--- config.mk ---
export PLATFORM = sky130hd
export DESIGN_NAME = wptr_full_ctrl
export DESIGN_NICKNAME = d
export VERILOG_FILES = /design/src/rtl/fifo_pkg.sv /design/src/rtl/wptr_full_ctrl.sv
export SDC_FILE = /design/constraint.sdc
export NUM_CORES = 1
export LEC_CHECK = 0
export BUFFER_PORTS_ARGS = -buffer_cell sky130_fd_sc_hd__buf_2
export CAP_MARGIN = 20
export CORE_AREA = 2 2 43 45
export DETAILED_ROUTE_END_ITERATION = 10
export DIE_AREA = 0 0 45 47
export GPL_ROUTABILITY_DRIVEN = 0
export GPL_TIMING_DRIVEN = 0
export PLACE_DENSITY = 0.75
export SETUP_SLACK_MARGIN = 0.4
export SLEW_MARGIN = 20
export SYNTH_ARGS = -nofsm -noshare
export SYNTH_HDL_FRONTEND = slang
export SYNTH_SLANG_ARGS = --single-unit
--- constraint.sdc ---
create_clock -name clk -period 1.79 [get_ports clk]
set_clock_uncertainty 0.1 [all_clocks]
set_input_delay 0.537 -clock clk [delete_from_list [all_inputs] [get_ports clk]]
set_output_delay 0.537 -clock clk [all_outputs]
set_load 0.005 [all_outputs]
--- src/rtl/fifo_pkg.sv ---
// Shared asynchronous-FIFO definitions: default geometry and Gray/binary
// pointer conversion helpers used by both the write- and read-side controllers.
package fifo_pkg;

    localparam int unsigned ADDR_WIDTH_DEF = 3;
    localparam int unsigned DEPTH          = 1 << ADDR_WIDTH_DEF;

    // Binary to reflected Gray code.
    function automatic logic [31:0] bin2gray(input logic [31:0] b);
        return b ^ (b >> 1);
    endfunction

    // Gray to binary: each binary bit is the XOR of all Gray bits at or above it.
    // Bits at and above w must be zero in g.
    function automatic logic [31:0] gray2bin(input logic [31:0] g, input int unsigned w);
        logic [31:0] b;
        b = g;
        for (int unsigned s = 1; s < 32; s++) begin
            if (s < w) begin
                b = b ^ (g >> s);
            end
        end
        return b;
    endfunction

endpackage

--- src/rtl/wptr_full_ctrl.sv ---
// Write-domain pointer and full-flag controller of the asynchronous FIFO.
//   clk, rst_n    write clock, async active-low reset
//   winc          producer write request
//   rptr_sync     Gray read pointer, already synchronized into clk
//   wen           RAM write enable (combinational)
//   waddr         RAM write address
//   wptr          registered Gray write pointer to the read-domain sync
//   wfull         registered full flag
//   walmost_full  registered level >= AFULL_THRESH
//   wlevel        registered fill-level estimate (0..DEPTH)
//   wovf          one-cycle pulse per write rejected while full
module wptr_full_ctrl
    import fifo_pkg::*;
#(
    parameter int unsigned ADDR_WIDTH   = ADDR_WIDTH_DEF,
    parameter int unsigned AFULL_THRESH = 6
) (
    input  logic                  clk,
    input  logic                  rst_n,
    input  logic                  winc,
    input  logic [ADDR_WIDTH:0]   rptr_sync,
    output logic                  wen,
    output logic [ADDR_WIDTH-1:0] waddr,
    output logic [ADDR_WIDTH:0]   wptr,
    output logic                  wfull,
    output logic                  walmost_full,
    output logic [ADDR_WIDTH:0]   wlevel,
    output logic                  wovf
);

    localparam int unsigned PW = ADDR_WIDTH + 1;

    logic [PW-1:0] wbin_q,   wbin_d;
    logic [PW-1:0] wgray_q,  wgray_d;
    logic [PW-1:0] wlevel_q, wlevel_d;
    logic          wfull_q,  wfull_d;
    logic          wafull_q, wafull_d;
    logic          wovf_q,   wovf_d;
    logic [PW-1:0] rbin_s;
    logic [PW-1:0] full_gray;
    logic          accept;

    // Next-state: pointer advance, full compare, level estimate, overflow.
    always_comb begin
        accept    = winc & ~wfull_q & rst_n;
        wbin_d    = wbin_q + PW'(accept);
        wgray_d   = PW'(bin2gray(32'(wbin_d)));
        rbin_s    = PW'(gray2bin(32'(rptr_sync), PW));
        // Full when the write pointer is exactly one lap ahead of the read pointer.
        full_gray = {~rptr_sync[ADDR_WIDTH:ADDR_WIDTH-1], rptr_sync[ADDR_WIDTH-2:0]};
        wfull_d   = (wgray_d == full_gray);
        wlevel_d  = wbin_d - rbin_s;
        wafull_d  = (wlevel_d >= PW'(AFULL_THRESH));
        wovf_d    = winc & wfull_q;
    end

    // State registers.
    always_ff @(posedge clk or negedge rst_n) begin
        if (!rst_n) begin
            wbin_q   <= '0;
            wgray_q  <= '0;
            wlevel_q <= '0;
            wfull_q  <= 1'b0;
            wafull_q <= 1'b0;
            wovf_q   <= 1'b0;
        end else begin
            wbin_q   <= wbin_d;
            wgray_q  <= wgray_d;
            wlevel_q <= wlevel_d;
            wfull_q  <= wfull_d;
            wafull_q <= wafull_d;
            wovf_q   <= wovf_d;
        end
    end

    // Held low during reset so no RAM write can occur while the pointers are cleared.
    assign wen          = accept;
    assign waddr        = wbin_q[ADDR_WIDTH-1:0];
    assign wptr         = wgray_q;
    assign wfull        = wfull_q;
    assign walmost_full = wafull_q;
    assign wlevel       = wlevel_q;
    assign wovf         = wovf_q;

endmodule

=== Word-level counts from Yosys, hierarchy flattened ===
Cells that the tools add are included.

* Bits in registers: 15
* Input bits: 7
* Output and inout port bits: 15
* Logic and storage cells: 19

* $add $sub $neg: 2
* $lt $le $gt $ge: 1
* Equality and inequality tests: 1
* Bitwise logic cells: 9

{| class="wikitable"
|+ Operator list
! kind !! number
|-
| $xor 4x3->4 || 2
|-
| $add 4x1->4 || 1
|-
| $eq 4x4->1 || 1
|-
| $ge 4x3->1 const B || 1
|-
| $sub 4x4->4 || 1
|-
| $xor 4x1->4 || 1
|-
| $xor 4x2->4 || 1
|-
| $and 1x1->1 || 3
|-
| $not 2->2 || 1
|-
| $not 1->1 || 1
|}

=== Logic depth before layout (Yosys ltp) ===
* Depth in word-level cells: 6
* Mapped depth: 9
* Depth with buffers taken out: 9

=== Worst setup path after synthesis ===
OpenSTA, ideal clock, no wires.

* Kind: input port to flip-flop
* Start: in winc
* End: reg wafull_q (netlist: walmost_full)
* Library setup time: 0.127 ns
* Arrival: 2.028 ns
* Required time: 1.563 ns
* Slack: -0.465 ns
* Stages: 9
* Path buffers: 0
* Cells stage by stage: nand2_1 nor2_1 ha_1 ha_1 ha_1 nor2b_1 o21ai_0 a21oi_1 nand3b_1

* Cells in the longest elaborated chain, start to end: 5

{| class="wikitable"
|+ RTL lines
! item !! RTL line !! RTL
|-
| start: declaration || wptr_full_ctrl.sv:20 || <nowiki>input logic winc,</nowiki>
|-
| $and 1x1->1 (2 in series) || wptr_full_ctrl.sv:45 || <nowiki>accept = winc & ~wfull_q & rst_n;</nowiki>
|-
| net wen || wptr_full_ctrl.sv:22 || <nowiki>output logic wen,</nowiki>
|-
| $add 4x1->4 || wptr_full_ctrl.sv:46 || <nowiki>wbin_d = wbin_q + PW'(accept);</nowiki>
|-
| net wbin_d[1] || wptr_full_ctrl.sv:33 || <nowiki>logic [PW-1:0] wbin_q, wbin_d;</nowiki>
|-
| $sub 4x4->4 || wptr_full_ctrl.sv:52 || <nowiki>wlevel_d = wbin_d - rbin_s;</nowiki>
|-
| $ge 4x3->1 || wptr_full_ctrl.sv:53 || <nowiki>wafull_d = (wlevel_d >= PW'(AFULL_THRESH));</nowiki>
|-
| net wafull_d || wptr_full_ctrl.sv:37 || <nowiki>logic wafull_q, wafull_d;</nowiki>
|-
| end signal: assignment || wptr_full_ctrl.sv:71 || <nowiki>wafull_q <= wafull_d;</nowiki>
|-
| end: declaration || wptr_full_ctrl.sv:37 ||
|}

The timed path passes the listed nets, and every way through them passes these cells.

=== Final worst setup path ===
* Start: reg wfull_q (netlist: wfull)
* End: reg wfull_q (netlist: wfull)

* Cells in the longest elaborated chain, start to end: 6

{| class="wikitable"
|+ RTL lines
! item !! RTL line !! RTL
|-
| start: declaration || wptr_full_ctrl.sv:36 || <nowiki>logic wfull_q, wfull_d;</nowiki>
|-
| start signal: assignment || wptr_full_ctrl.sv:70 || <nowiki>wfull_q <= wfull_d;</nowiki>
|-
| $not 1->1 || wptr_full_ctrl.sv:45 ||
|-
| $and 1x1->1 (2 in series) || wptr_full_ctrl.sv:45 ||
|-
| $add 4x1->4 || wptr_full_ctrl.sv:46 ||
|-
| net wbin_d[2] || wptr_full_ctrl.sv:33 ||
|-
| $xor 4x3->4 || fifo_pkg.sv:10 || <nowiki>return b ^ (b >> 1);</nowiki>
|-
| $eq 4x4->1 || wptr_full_ctrl.sv:51 || <nowiki>wfull_d = (wgray_d == full_gray);</nowiki>
|-
| net wfull_d || wptr_full_ctrl.sv:36 ||
|}

The timed path passes the listed nets, and every way through them passes these cells.

==> flow_summary.ini <==
[synthesis]
ys_seq_area_frac = 0.513
synthMostInstantiatedCell = dfrtp_1
ys.flop_type = dfrtp_1
yosys-top-cells-area = dfrtp_1 51%, xnor2_1 13%, ha_1 9.2%
synthTopCellsByCount = 14 x dfrtp_1, 10 x xnor2_1, 6 x inv_1, 5 x ha_1, 4 x xor2_1
synthesis.area_um2 = 683
syn_nets = 69
yosysUniqueCellTypes = 19
yosysWarnings = 0
syn_area_per_cell_um2 = 12.2
synth-edff-count = 0
netlist.area_leader.share = 0.513
async_flop_share = 1.00
synth_top_area_cell = dfrtp_1
synthCells = 56
ys_ff_latch = 14

[sta]
slew_violations = 0
rsz0062_at_grt = true
worst_pin_slew_ps = 281
post-route-period-util = 1.09
finalSetupTns_ps = -514
max_freq_mhz = 513
fin_ws_ps = -158
setup_viol = 4
hold_violations = 0
period_needed_ps = 1950
slew_headroom = 0.812

[worst_setup_path]
end_kind = register
critical_path_class = register to register
cp-start-kind = register
critPathRequiredTime_ps = 1900
crit_path_max_fanout = 3
worstPathArrival_ps = 2060

[clock_network]
numCtsBuffers = 3
cts_tree = built
clk_path_buf_depth = 2
insertion_delay_ps = 290
ctsHoldBuffers = 0
path_clk_slew_ps = 100
cts_sinks = 14
clockRootBuffer = clkbuf_4
h-tree-depth = 1

[floorplanning]
die_x_um = 45
initial_core_util = 0.414
fp.coreArea_um2 = 1650
num_rows = 15
io_pins = 22
die_h_um = 47
fp.dieArea_um2 = 2120

[detailed_routing]
ant_nets = 0
wirelength_um = 1740
routedWlPerCell_um = 14.7
routed-via-count = 570
drt_first_pass_iters = 4
drt-initial-drc-count = 5
via_per_inst = 4.83
drcViolationCount = 0

[final_layout]
layout-drive-gt1-share = 0.693
fin_util = 0.750
antenna_cells = 0
syn2layout_area_growth_pct = 81.3
design_area_um2 = 1240
nNetsFinal = 115

[run_status]
violations = setup timing
status = finished, violations left

[power]
leakagePower_nw = 0.587
peakVddDrop_v = 0.00116
p_per_area_nw_per_um2 = 1980
power_mw = 2.45

[global_route]
grt_pass1_wl_um = 2390
overflow = 0
grt_usage = 0.161
antenna_found_initial = 0
grt_pass1_vias = 531
grt_max_degree = 15

[hold_path]
min_path_type = primary input to async pin

[place]
io_buffers = 21
dpl-instance-area_um2 = 903

[run]
maxCapViolations = 0
[state kept, by name, summed over array words and instances, names as in the netlist]
signal and cells:
wovf 1, wbin_q 4, wfull 1, walmost_full 1
wptr 3, wlevel 4
[timing repair]
item	CTS	global route
endpoints found under the setup margin	27	25
gates resized for setup	20	13
pin swaps	7	8
buffers inserted	14	6
gates cloned	0	0
[path summary, 6_finish.rpt]
check                           slack [ps]  depth (start not counted)       from   endpoint
worst min register to register         520                          1  wbin_q[0]  wbin_q[0]
worst max-delay path                  -160                          7      wfull      wfull
worst max register to register        -160                          7      wfull      wfull
min in group clk                       380                          2       winc       wovf
worst min-delay path                    80                          2      rst_n    wptr[2]
max in group asynchronous             1330                          2      rst_n  wbin_q[1]
[where the power goes]
group          leakage, nW  switching [mW]  total [mW]  internal [mW]
sequential           0.166           0.103       0.591          0.488
clock               0.0210           0.111       0.235          0.124
combinational        0.399           0.703        1.62          0.922
[logic make-up after synthesis]
kind of cell | synth area share
buffers and inverters | 0.0330
DFF | 0.513
and+or+nand+nor | 0.0861
adders and majority gates | 0.121
AOI/OAI and AO/OA | 0.0439
xor gates and xnor gates | 0.203
[through the flow]
step	instances	setup WS (ps)	hold slack, ps
floorplan	56	-260	141
global placement	94	-706	378
CTS	112	-138	91.5
detailed placement	94	-735	382
finish	118	-158	78.6
global route	118	-241	78.9
[placed cells by master, fill, tap and decap left out, drive strengths merged]
cell / n
buf: 41
dfrtp: 14
xnor2: 10
inv: 6
xor2: 5
ha: 5
clkbuf: 4
nand3: 3
nand2: 2
nor2: 1
a21boi: 1
nor2b: 1
o21ai: 1
a21oi: 1
nand2b: 1
or3: 1
a211oi: 1
and2: 1
nand3b: 1
fa: 1
[per-layer routing]
metal | up-vias | share of wire | global-route usage | wire (µm)
met5 | - | 0 | 0 | 0
met4 | 0 | 0.037 | 0.0882 | 65
met1 | 272 | 0.35 | 0.194 | 611
met3 | 6 | 0.056 | 0.0231 | 98
met2 | 24 | 0.55 | 0.280 | 965
li1 | 268 | - | - | -
[layout make-up]
class                   count  area, µm²
flip-flops and latches     14        353
fillers                    98        413
repair buffers             41        322
clock buffers               4       36.3
well taps                  17       21.3
inverters                   6       25.0
multi-input cells          36        482
[worst max-delay path: stages (launching register included)]
cell      delay [ps]
dfrtp_1          420
nor2_4           110
ha_4             150
ha_4             150
xor2_4           200
xor2_1           120
or3_1            390
a211oi_2         220
(Power assumes the default switching activity.)
